--- config.mk ---
export PLATFORM = sky130hd
export DESIGN_NAME = fifo_uart_tx
export DESIGN_NICKNAME = d
export VERILOG_FILES = /design/src/rtl/fifo_uart_tx.sv
export SDC_FILE = /design/constraint.sdc
export NUM_CORES = 1
export LEC_CHECK = 0
export BUFFER_PORTS_ARGS = -buffer_cell sky130_fd_sc_hd__buf_2
export CAP_MARGIN = 20
export CORE_ASPECT_RATIO = 1.2
export CORE_UTILIZATION = 55
export DETAILED_ROUTE_END_ITERATION = 8
export GPL_TIMING_DRIVEN = 1
export PLACE_DENSITY = 0.77
export SLEW_MARGIN = 15
export SYNTH_ARGS = -nofsm -noshare
export SYNTH_HDL_FRONTEND = slang
export SYNTH_SLANG_ARGS = --single-unit
--- constraint.sdc ---
create_clock -name clk -period 2.3 [get_ports clk]
set_clock_uncertainty 0.05 [all_clocks]
set_input_delay 0.23 -clock clk [delete_from_list [all_inputs] [get_ports clk]]
set_output_delay 0.23 -clock clk [all_outputs]
set_load 0.01 [all_outputs]
--- src/rtl/fifo_uart_tx.sv ---
// fifo_uart_tx: pops words from the shift-register FIFO and sends each one as a UART frame on tx
module fifo_uart_tx #(
  parameter int DATA_WIDTH   = 8,
  parameter int CLKS_PER_BIT = 16,
  parameter int PARITY_EN    = 0,
  parameter int PARITY_ODD   = 0,
  parameter int STOP_BITS    = 1
) (
  input  logic                  clk,
  input  logic                  reset,
  input  logic                  fifo_val,
  input  logic [DATA_WIDTH-1:0] fifo_data,
  output logic                  fifo_read,
  output logic                  tx,
  output logic                  busy,
  output logic                  done
);
  localparam int CW = $clog2(CLKS_PER_BIT);
  localparam int MB = DATA_WIDTH > STOP_BITS ? DATA_WIDTH : STOP_BITS;
  localparam int BW = $clog2(MB + 1);
  localparam logic [CW-1:0] CMAX = CW'(CLKS_PER_BIT - 1);
  localparam logic [BW-1:0] DMAX = BW'(DATA_WIDTH - 1);
  localparam logic [BW-1:0] SMAX = BW'(STOP_BITS - 1);
  typedef enum logic [2:0] {IDLE, START, DATA, PARITY, STOP} state_t;
  state_t state, state_n;
  logic [CW-1:0] cnt;
  logic [BW-1:0] bitc;
  logic [DATA_WIDTH-1:0] shift, shift_n;
  logic par, bit_end, last, tx_n;
  assign bit_end = cnt == CMAX;
  assign last    = state == STOP && bit_end && bitc == SMAX;
  assign busy    = state != IDLE;
  // state register
  always_ff @(posedge clk)
    state <= reset ? IDLE : state_n;
  // next-state: a word waiting at the end of a frame starts the next one with no idle gap
  always_comb begin
    state_n = state;
    case (state)
      IDLE:    state_n = fifo_val ? START : IDLE;
      START:   state_n = bit_end ? DATA : START;
      DATA:    state_n = bit_end && bitc == DMAX ? (PARITY_EN != 0 ? PARITY : STOP) : DATA;
      PARITY:  state_n = bit_end ? STOP : PARITY;
      STOP:    state_n = last ? (fifo_val ? START : IDLE) : STOP;
      default: state_n = IDLE;
    endcase
  end
  // outputs: pop/done strobes plus the line level for the coming cycle, so tx can be registered
  always_comb begin
    done      = last && !reset;
    fifo_read = (state == IDLE || last) && fifo_val && !reset;
    shift_n   = fifo_read ? fifo_data : (state == DATA && bit_end) ? shift >> 1 : shift;
    tx_n      = state_n == START ? 1'b0 : state_n == DATA ? shift_n[0] : state_n == PARITY ? par : 1'b1;
  end
  // datapath: bit timing, data shifting, parity captured at the pop, registered line
  always_ff @(posedge clk) begin
    if (reset) begin
      cnt   <= '0;
      bitc  <= '0;
      shift <= '0;
      par   <= 1'b0;
      tx    <= 1'b1;
    end else begin
      cnt   <= (state_n != state || bit_end || state == IDLE) ? '0 : cnt + 1'b1;
      bitc  <= state_n != state ? '0 : bit_end ? bitc + 1'b1 : bitc;
      shift <= shift_n;
      par   <= fifo_read ? (^fifo_data) ^ (PARITY_ODD != 0) : par;
      tx    <= tx_n;
    end
  end
endmodule

==> run_results.csv <==
group,metric,value,unit
status,status,"completed",
routing,route.vias.total,970,
cts,cts_tree,"built",
logic_synthesis,synth_top_family_by_area,"simple AND/OR/NAND/NOR gates",
floorplanning,dieArea,2270,um2
layout,seqCellArea,420,um2
logic_synthesis,syn_nets,147,
logic_synthesis,yosysWarnings,0,
floorplanning,dieWidth,43.6,um
grt,grt_pass1_vias,918,
routing,drtPass1Iterations,4,
power,p_leak,0.514,nW
sta,whs,138,ps
placement,dp_hpwl,1780,um
critical_path,critPathArrivalTime,1860,ps
run,drv_cap,0,
layout,fill_cells,168,
floorplanning,rows,17,
critical_path,crit_fanout,6,
floorplanning,start_util,60.4,%
sta,final-setup-viol-count,0,
logic_synthesis,synth.mux.area_fraction,4.49,%
logic_synthesis,synthAdderAreaFrac,3.28,%
cts,htreeDepth,1,
cts,cts_setup_buffers,0,
sta,rsz0062_at_grt,"false",
sta,hold_viol,0,
floorplanning,die_h,52.0,um
critical_path,worstSetupStartpointType,"register",
sta,fin_crit,2140,ps
placement,port_buffers,14,
critical_path,cp-end-kind,"output pin",
sta,period_share,92.9,%
logic_synthesis,yosysTopAreaCellShare,36.8,%
cts,clkTransAtPathRegs,110,ps
logic_synthesis,avgSynthCellArea,8.60,um2
floorplanning,ioPinCount,15,
routing,wire_per_inst,13.9,um
routing,ant_nets,0,
logic_synthesis,netlist_top_cells_count,"dfxtp_1, nor2_1, nand2_1, a21oi_1",
sta,clock.fmax,468,MHz
sta,drv_slew,0,
logic_synthesis,synthMostInstantiatedCell,"dfxtp_1",
min_path,min-delay-path-class,"in2reg",
critical_path,cp_data_required_time,2020,ps
sta,worst_slew_pin_slew,413,ps
routing,drt_iter0_markers,30,
cts,hold_buffers,0,
logic_synthesis,synthSimpleGateAreaFrac,23.5,%
logic_synthesis,ys_types,39,
layout,multiInputGateArea,686,um2
cts,cts_buffers,3,
logic_synthesis,ys_ff_latch,21,
logic_synthesis,synth-edff-count,0,
grt,grt_pass1_wl,3910,um
floorplanning,core-area,1890,um2
power,p_per_area,530,nW/um2
placement,gp_congestion,0.824,
logic_synthesis,yosys-top-cells-area,"dfxtp_1, nor2_1, xnor2_1",
sta,slew_headroom,72.4,%
logic_synthesis,synthesis.area,1140,um2
cts,clockRootBuffer,"clkbuf_4",
layout,diodes,0,
logic_synthesis,ys_seq_area_share,36.8,%
grt,grt_start_max_net_pins,15,
routing,drt-total-wl,2330,um
cts,cts_resized,0,
routing,vias_per_cell,5.81,
cts,insertion_delay,300,ps
logic_synthesis,synth_xor_area_share,8.42,%
grt,antenna_found_initial,0,
layout,syn2layout_area_growth,10.3,%
routing,drc,0,
logic_synthesis,netlist.top_cell.by_area,"dfxtp_1",
logic_synthesis,syn_inst,133,
cts,cts_sinks,21,
power,vdd_drop_max,0.432,mV
layout,drive_gt1_share,18.2,%
cts,ctsLongestPathBuffers,2,
logic_synthesis,ys.flop_type,"dfxtp_1",
grt,track_usage,23.2,%
logic_synthesis,postSynth.asyncResetShare,0,%
critical_path,criticalPathCategory,"reg2out",
layout,nets,163,
logic_synthesis,synth_compound_area_share,19.9,%
grt,grt_overflow_total,0,
sta,setup_tns,0,ps
==> power breakdown <==
part	total (mW)	internal (mW)	switching [mW]
Sequential	0.392	0.381	0.0113
Clock	0.172	0.0648	0.107
Combinational	0.104	0.0471	0.0573
Total	0.669	0.493	0.176
==> stage by stage <==
step	std cells	area, um2	util [%]	total power, mW	setup WS (ps)
floorplan	133	1140	-	0.472	422
global placement	163	1230	65.0	0.501	344
detailed placement	163	1230	65.0	0.504	293
CTS	167	1260	66.4	0.675	144
global route	167	1260	66.6	0.707	43.2
finish	167	1260	66.6	0.669	162
==> logic make-up (layout without fill, tap and decap cells) <==
family	after synthesis	in the layout
buffers and inverters	10	25
XOR/XNOR	11	11
multiplexers	5	5
adder cells (fa/ha/maj)	3	3
AND/OR/NAND/NOR	53	53
AO/OA/AOI/OAI	30	30
flip-flops	21	21
==> area by class of cell <==
| cell class | count | share of cell area [%] |
|---|---|---|
| Clock buffer | 3 | 1.79 |
| Clock inverter | 1 | 0.397 |
| Inverter | 5 | 1.49 |
| Multi-Input combinational cell | 102 | 54.4 |
| Sequential cell | 21 | 33.3 |
| Tap cell | 19 | 1.88 |
| Timing Repair Buffer | 16 | 6.75 |
==> flip-flops by register name, indices dropped and copies added (netlist names) <==
register / count
shift: 8
par: 1
state: 3
bitc: 4
cnt: 4
tx: 1
==> routing by layer <==
metal / vias to the layer above / wire length [um] / GRT usage (%)
met3: 4 / 69 / 3.13
met2: 18 / 1210 / 42.0
met5: - / 0 / 0
met1: 440 / 1020 / 26.8
li1: 508 / - / -
met4: 0 / 31 / 9.38
==> worst max-delay path, cell delays in order (launching register included) <==
cell	delay (ps)
dfxtp_1	370
ha_1	260
nand4b_1	280
o21ai_2	260
and3_1	230
buf_2	150
==> final timing paths <==
kind                                    from        end  slack [ps]  cells after the start
worst max register to register        cnt[0]         tx         240                      6
worst max-delay path                  cnt[0]  fifo_read         160                      5
worst min-delay path            fifo_data[7]   shift[7]         140                      3
worst min register to register        cnt[0]     cnt[0]         410                      1
==> cell usage in the layout, fill, tap and decap left out, drive strengths merged, types with 2 or more instances in the layout <==
cell type,count
a211oi,5
and3,3
a21oi,9
ha,3
or3,2
xnor2,6
nor3,4
mux2i,4
inv,5
nand3,7
o221ai,2
dfxtp,21
o21ai,3
nor2,15
xor2,5
buf,16
nand2,13
o21bai,2
a31oi,2
nand4,2
clkbuf,3
Note: power is estimated with default switching activity, not from simulation.
